**src/rtl/arq_link_ctrl.sv**
```systemverilog
// Per-link ARQ / SEQN / flow-control engine between the header decoder and TX header builder.
// Optional retransmit limit is built when ARQ_RTX_LIMIT_EN is defined.
module arq_link_ctrl #(
   parameter int unsigned NLINK   = 8,
   parameter int unsigned LTW     = 3,
   parameter int unsigned RTXW    = 4,
   parameter int unsigned MAX_RTX = 15
) (
   input  logic             clk_6M,
   input  logic             rst,
   input  logic             conn_new_p,
   input  logic [LTW-1:0]   conn_lt,
   input  logic             tx_hdr_p,
   input  logic [LTW-1:0]   tx_lt,
   input  logic             tx_data,
   input  logic             rx_done_p,
   input  logic [LTW-1:0]   rx_lt,
   input  logic             rx_hecgood,
   input  logic             rx_crcgood,
   input  logic             rx_addressed,
   input  logic             rx_data,
   input  logic             rx_seqn,
   input  logic             rx_arqn,
   input  logic             rx_flow,
   input  logic             rx_bufempty,
   input  logic             flush_p,
   input  logic [LTW-1:0]   flush_lt,
   output logic             tx_vld,
   output logic [1:0]       tx_mode,
   output logic             tx_arqn,
   output logic             tx_seqn,
   output logic             tx_flow,
   output logic             rx_accept_p,
   output logic             rx_ignore_p,
   output logic             rtx_abort_p,
   output logic [LTW-1:0]   rtx_abort_lt,
   output logic [NLINK-1:0] link_arqn,
   output logic [NLINK-1:0] link_seqn,
   output logic [NLINK-1:0] link_seqn_old,
   output logic [NLINK-1:0] link_flow_ok
);

   typedef enum logic [1:0] {ST_IDLE, ST_PEND, ST_FLUSH} link_st_e;
   typedef enum logic [1:0] {M_NONDATA, M_NEW, M_OLD, M_ZERO} tx_mode_e;

   if (MAX_RTX > (2 ** RTXW) - 1) begin : g_bad_max_rtx
      $error("MAX_RTX does not fit in RTXW bits");
   end

   link_st_e         st_q [NLINK];
   link_st_e         st_d [NLINK];
   logic [NLINK-1:0] arqn_q, arqn_d;
   logic [NLINK-1:0] seqn_q, seqn_d;
   logic [NLINK-1:0] old_q, old_d;
   logic [NLINK-1:0] flow_q, flow_d;

   logic             rx_ok;
   logic             tx_hit, rx_hit;
   link_st_e         sel_st;
   logic             sel_seqn, sel_arqn, sel_old;
   tx_mode_e         mode_d, tx_mode_q;
   logic             accept_d, ignore_d;

`ifdef ARQ_RTX_LIMIT_EN
   logic [RTXW-1:0]  cnt_q [NLINK];
   logic [RTXW-1:0]  cnt_d [NLINK];
   logic [RTXW-1:0]  sel_cnt;
   logic             abort_d;
   logic             abort_q;
   logic [LTW-1:0]   abort_lt_q;
`endif

   assign rx_ok = rx_done_p & rx_hecgood & rx_addressed;

   // Per-link next state; later assignments override earlier ones to realise
   // the priority conn_new > RX ACK > flush > TX transition.
   always_comb begin
      arqn_d = arqn_q;
      seqn_d = seqn_q;
      old_d  = old_q;
      flow_d = flow_q;
      for (int unsigned i = 0; i < NLINK; i++) begin
         st_d[i] = st_q[i];
`ifdef ARQ_RTX_LIMIT_EN
         cnt_d[i] = cnt_q[i];
`endif
         if (tx_hdr_p && tx_data && tx_lt == LTW'(i)) begin
            case (st_q[i])
               ST_IDLE: begin
                  st_d[i] = ST_PEND;
`ifdef ARQ_RTX_LIMIT_EN
                  cnt_d[i] = '0;
`endif
               end
               ST_PEND: begin
`ifdef ARQ_RTX_LIMIT_EN
                  if (cnt_q[i] < RTXW'(MAX_RTX)) cnt_d[i] = cnt_q[i] + 1'b1;
                  else                           st_d[i]  = ST_FLUSH;
`endif
               end
               default: ;
            endcase
         end
         if (flush_p && flush_lt == LTW'(i) && st_q[i] == ST_PEND) st_d[i] = ST_FLUSH;
         if (rx_ok && rx_lt == LTW'(i)) begin
            flow_d[i] = rx_flow;
            if (rx_arqn && st_q[i] != ST_IDLE) begin
               seqn_d[i] = ~seqn_q[i];
               st_d[i]   = ST_IDLE;
`ifdef ARQ_RTX_LIMIT_EN
               cnt_d[i]  = '0;
`endif
            end
            if (rx_data) begin
               if (rx_seqn == old_q[i]) begin
                  arqn_d[i] = 1'b1;
               end else if (rx_crcgood) begin
                  old_d[i]  = rx_seqn;
                  arqn_d[i] = 1'b1;
               end else begin
                  arqn_d[i] = 1'b0;
               end
            end
         end
         if (conn_new_p && conn_lt == LTW'(i)) begin
            arqn_d[i] = 1'b0;
            seqn_d[i] = 1'b1;
            old_d[i]  = 1'b1;
            flow_d[i] = 1'b1;
            st_d[i]   = ST_IDLE;
`ifdef ARQ_RTX_LIMIT_EN
            cnt_d[i]  = '0;
`endif
         end
      end
   end

   // TX and RX pulse decode, always from the pre-cycle link state.
   always_comb begin
      tx_hit   = 1'b0;
      rx_hit   = 1'b0;
      sel_st   = ST_IDLE;
      sel_seqn = 1'b0;
      sel_arqn = 1'b0;
      sel_old  = 1'b0;
`ifdef ARQ_RTX_LIMIT_EN
      sel_cnt  = '0;
      abort_d  = 1'b0;
`endif
      for (int unsigned i = 0; i < NLINK; i++) begin
         if (tx_lt == LTW'(i)) begin
            tx_hit   = tx_hdr_p;
            sel_st   = st_q[i];
            sel_seqn = seqn_q[i];
            sel_arqn = arqn_q[i];
`ifdef ARQ_RTX_LIMIT_EN
            sel_cnt  = cnt_q[i];
`endif
         end
         if (rx_lt == LTW'(i)) begin
            rx_hit  = rx_ok;
            sel_old = old_q[i];
         end
      end
      mode_d = M_NONDATA;
      if (tx_data) begin
         case (sel_st)
            ST_IDLE: mode_d = M_NEW;
            ST_PEND: begin
`ifdef ARQ_RTX_LIMIT_EN
               if (sel_cnt < RTXW'(MAX_RTX)) begin
                  mode_d = M_OLD;
               end else begin
                  mode_d  = M_ZERO;
                  abort_d = tx_hit;
               end
`else
               mode_d = M_OLD;
`endif
            end
            default: mode_d = M_ZERO;
         endcase
      end
      accept_d = rx_hit & rx_data & rx_crcgood & (rx_seqn != sel_old);
      ignore_d = rx_hit & rx_data & (rx_seqn == sel_old);
   end

   always_ff @(posedge clk_6M) begin
      if (rst) begin
         tx_vld      <= 1'b0;
         tx_mode_q   <= M_NONDATA;
         tx_arqn     <= 1'b0;
         tx_seqn     <= 1'b0;
         tx_flow     <= 1'b0;
         rx_accept_p <= 1'b0;
         rx_ignore_p <= 1'b0;
         arqn_q      <= '0;
         seqn_q      <= '1;
         old_q       <= '1;
         flow_q      <= '1;
         for (int unsigned i = 0; i < NLINK; i++) st_q[i] <= ST_IDLE;
      end else begin
         tx_vld      <= tx_hit;
         rx_accept_p <= accept_d;
         rx_ignore_p <= ignore_d;
         if (tx_hit) begin
            tx_mode_q <= mode_d;
            tx_arqn   <= sel_arqn;
            tx_seqn   <= sel_seqn;
            tx_flow   <= rx_bufempty;
         end
         arqn_q <= arqn_d;
         seqn_q <= seqn_d;
         old_q  <= old_d;
         flow_q <= flow_d;
         for (int unsigned i = 0; i < NLINK; i++) st_q[i] <= st_d[i];
      end
   end

`ifdef ARQ_RTX_LIMIT_EN
   always_ff @(posedge clk_6M) begin
      if (rst) begin
         abort_q    <= 1'b0;
         abort_lt_q <= '0;
         for (int unsigned i = 0; i < NLINK; i++) cnt_q[i] <= '0;
      end else begin
         abort_q <= abort_d;
         if (abort_d) abort_lt_q <= tx_lt;
         for (int unsigned i = 0; i < NLINK; i++) cnt_q[i] <= cnt_d[i];
      end
   end

   assign rtx_abort_p  = abort_q;
   assign rtx_abort_lt = abort_lt_q;
`else
   assign rtx_abort_p  = 1'b0;
   assign rtx_abort_lt = '0;
`endif

   assign tx_mode       = tx_mode_q;
   assign link_arqn     = arqn_q;
   assign link_seqn     = seqn_q;
   assign link_seqn_old = old_q;
   assign link_flow_ok  = flow_q;

endmodule
```
**config.mk**
```make
export PLATFORM = sky130hd
export DESIGN_NAME = arq_link_ctrl
export DESIGN_NICKNAME = d
export VERILOG_FILES = /design/src/rtl/arq_link_ctrl.sv
export SDC_FILE = /design/constraint.sdc
export NUM_CORES = 1
export LEC_CHECK = 0
export ABC_AREA = 1
export CAP_MARGIN = 20
export CELL_PAD_IN_SITES_DETAIL_PLACEMENT = 1
export CELL_PAD_IN_SITES_GLOBAL_PLACEMENT = 2
export CORE_ASPECT_RATIO = 1.75
export CORE_MARGIN = 10
export CORE_UTILIZATION = 28
export CTS_BUF_LIST = sky130_fd_sc_hd__clkbuf_8
export CTS_CLUSTER_SIZE = 10
export DETAILED_ROUTE_END_ITERATION = 8
export HOLD_SLACK_MARGIN = 0.12
export PLACE_DENSITY = 0.86
export RECOVER_POWER = 25
export SLEW_MARGIN = 20
export SYNTH_ARGS = -nofsm -noshare
export SYNTH_HDL_FRONTEND = slang
export SYNTH_SLANG_ARGS = --single-unit
```
**constraint.sdc**
```tcl
create_clock -name clk_6M -period 1.4 [get_ports clk_6M]
set_input_delay 0.14 -clock clk_6M [delete_from_list [all_inputs] [get_ports clk_6M]]
set_output_delay 0.14 -clock clk_6M [all_outputs]
set_load 0.02 [all_outputs]
```
==> impl_results.md <==
- Outcome: finished, final reports clean
- Routed WL: approximately 12,000 um
- Die height: about 160 um
- Input/output buffers: 66
- Initial antenna violation count: 0
- Global-route wire length before repair: approximately 19,000 um
- Switch Pwr: 0.973 mW
- Leakage: ~2.0 nW
- Async SR Flop Fraction: 0%
- Endpoints failing setup: 0
- Die area: between 0.015 and 0.02 mm^2
- Via-to-Cell Ratio: just under 5
- Internal: ~2.3 mW
- Post-synth EDFFs: 0
- Largest area contributor in the netlist: dfxtp_1
- Synth Area in Compound Gates: between 10% and 20%
- Syn. warnings: 0
- Vias in the first global route: about 3,700
- Post-Synth Simple-Gate Area: 36.0%
- Reg2Reg Setup Slack: about 80 ps
- Post-route DRC: 0
- Yosys top cell area share: roughly 37%
- P&R area growth vs syn: 46.3%
- Worst min path class: in2reg
- Placement row count: 50
- Post-synthesis cell area: about 0.0030 mm^2
- Adder-cell area share of the yosys netlist: 0%
- Htree depth: 2
- Share of cells above drive strength 1: approximately a fifth
- Core box area: around 0.011 mm^2
- CTS clk-pin slew, worst paths: around 110 ps
- CP endpoint kind: flip-flop
- CTS tree: built
- Worst-case clock buffer depth: 2
- Minimum clock period after layout: between 1000 and 1500 ps
- Post-route ant nets: 0
- Ys flop type: dfxtp_1
- Synth unique cells: 38
- First-pass iteration count of the detailed router: 4
- Vias: 3,470
- Layout Skew: roughly 9 ps
- Sequential share of power: around 50%
- Top cells by count, synth: nand2_1 (82), nor2_1 (60), dfxtp_1 (56)
- Fin cells: around 700
- DRT iter0 DRCs: 99
- Wire per inst: between 15 and 20 um
- Final GP Congestion: ~0.91
- RSZ-0062 raised after global routing: true
- Gate power share: between 10% and 20%
- Hold Vio Cnt, Final: 0
- Crit Path Category: in2reg
- Worst IR drop on VDD: between 0.3 and 0.4 mV
- Root buffer cell: clkbuf_8
- Slew Viols, Final: 0
- Fin nets: about 600
- Worst-Skew Late Latency: between 300 and 400 ps
- P per Cell Area: roughly 740 mW/mm^2
- Clock share of power: between 30% and 40%
- Mean Syn Cell Area: 6.81 um^2
- Number of antenna diodes: 0
- Hold buffer count at cts: 0
- Fillers: about 1,400
- DIE WIDTH: slightly below 100 um
- Largest family of logic cells by synthesized area: simple AND/OR/NAND/NOR gates
- Max_cap viols: 0
- Max Fclk: 0.741 GHz
- CP Max Fanout: 9
- Tot GR Track Use: 15.3%
- DP HPWL: roughly 9900 um
- TritonCTS Buffers: 5
- Worst Setup Start Kind: input pin
- Syn Inst Count: ~440
- Post-synthesis mux area share: 0%
- Switch share: 30.0%
- Worst path arrival time: between 1500 and 2000 ps
- Sequential share of the synthesized area: roughly 37%
- Final period util: between 90% and 100%
- Synth Register Bits: 56
- IO Pins: between 70 and 80
- Fin util: approximately two fifths
- Worst path required time: about 1600 ps
- GRT Residual Overflow: 0
- Top post-synthesis cells by area: dfxtp_1 (37%), nand2_1 (10%), nor2_1 (7.5%)
- Placed cells: about 700
- Top-count cell post-synth: nand2_1
- Largest net degree at the start of global routing: 19
- Synth Area in XOR/XNOR: less than 1%
- Initial Util: roughly 28%
- CTS sink cnt: 56
-- power groups by stage --
stage / Clock (mW) / Sequential, mW / Combinational (mW)
after floorplan: 0 / 1.68 / 0.242
after global placement: 0 / 1.66 / 0.572
after detailed placement: 0 / 1.66 / 0.588
after CTS: 1.07 / 1.63 / 0.587
after global routing: 1.12 / 1.63 / 0.645
final: 1.03 / 1.63 / 0.594
-- logic make-up after synthesis --
kind of cell | after synthesis
simple gates | 229
compound gates | 79
buf+inv | 74
flops | 56
xor+xnor | 3
other cells | 1
-- area by class of cell --
| type | instances | area [um^2] | area share, % |
|---|---|---|---|
| Clock inverter | 2 | 18.8 | 0.426 |
| Tap cell | 130 | 163 | 3.70 |
| Inverter | 63 | 241 | 5.49 |
| Clock buffer | 6 | 82.6 | 1.88 |
| Timing Repair Buffer | 129 | 1110 | 25.1 |
| Sequential cell | 56 | 1120 | 25.5 |
| Multi-Input combinational cell | 315 | 1670 | 37.9 |
-- stage by stage --
step           worst slack, ps  area, um^2  hold slack, ps  power [mW]  setup TNS, ps
2_1_floorplan              284        3020             275        1.92              0
3_3_place_gp              -560        4260             445        2.23         -11790
3_5_place_dp              -557        4260             453        2.25         -15960
4_1_cts                   7.94        4350             405        3.29              0
5_1_grt                  -35.2        4400             355        3.40          -38.2
6_report                  49.8        4400             317        3.25              0
-- layout by cell type, fill, tap and decap left out, types with 2 or more instances in the layout --
master / n
nand3_2: 3
dfxtp_1: 56
o211ai_1: 5
nor2_2: 7
or2_0: 3
o311ai_1: 4
a21oi_2: 5
nand2_2: 5
xnor2_1: 2
a31oi_1: 9
o21ai_0: 24
inv_2: 7
nor4_1: 4
buf_12: 2
nor3_4: 6
nor3_1: 12
o211ai_2: 2
nand3_1: 34
dlygate4sd2_1: 45
nand2_1: 80
nor2_4: 4
clkbuf_8: 6
o21ai_1: 3
nand4_1: 12
clkdlybuf4s50_1: 20
inv_1: 53
buf_4: 55
conb_1: 4
clkbuf_1: 2
inv_4: 2
a21oi_1: 23
buf_6: 3
nor2_1: 56
-- state kept, by name (all words and copies together), names as in the netlist --
signal	flops
link_arqn	8
link_seqn	8
tx_seqn	1
tx_flow	1
link_flow_ok	8
tx_vld	1
tx_arqn	1
rx_accept_p	1
rx_ignore_p	1
st_q	16
link_seqn_old	8
tx_mode	2
-- routing by layer --
metal	vias to the layer above	track usage (%)	part of all wire, %
met2	67	30.3	57
met4	0	6.79	3.2
met3	21	2.41	2.8
li1	1715	-	-
met5	-	0	0
met1	1667	14.9	37
-- worst max-delay path, cell delays in order --
cell	delay, ps
clkdlybuf4s50_1	420
clkbuf_1	230
a21oi_1	300
buf_4	200
nand2_1	100
a311oi_2	200
-- path summary, 6_finish.rpt --
kind | to | start | cells past startpoint
max | st_q[0][4] | rst | 6
min | link_flow_ok[1] | rx_lt[2] | 5
max reg2reg | tx_seqn | link_seqn[1] | 6
min reg2reg | link_flow_ok[6] | link_flow_ok[6] | 2
-- repair_timing --
action,4_1_cts,5_1_grt
setup buffers,2,0
hold endpoints to repair,0,0
endpoints found under the setup margin,50,25
resized for setup,54,15
pin swaps,8,4
(Power assumes the default switching activity.)
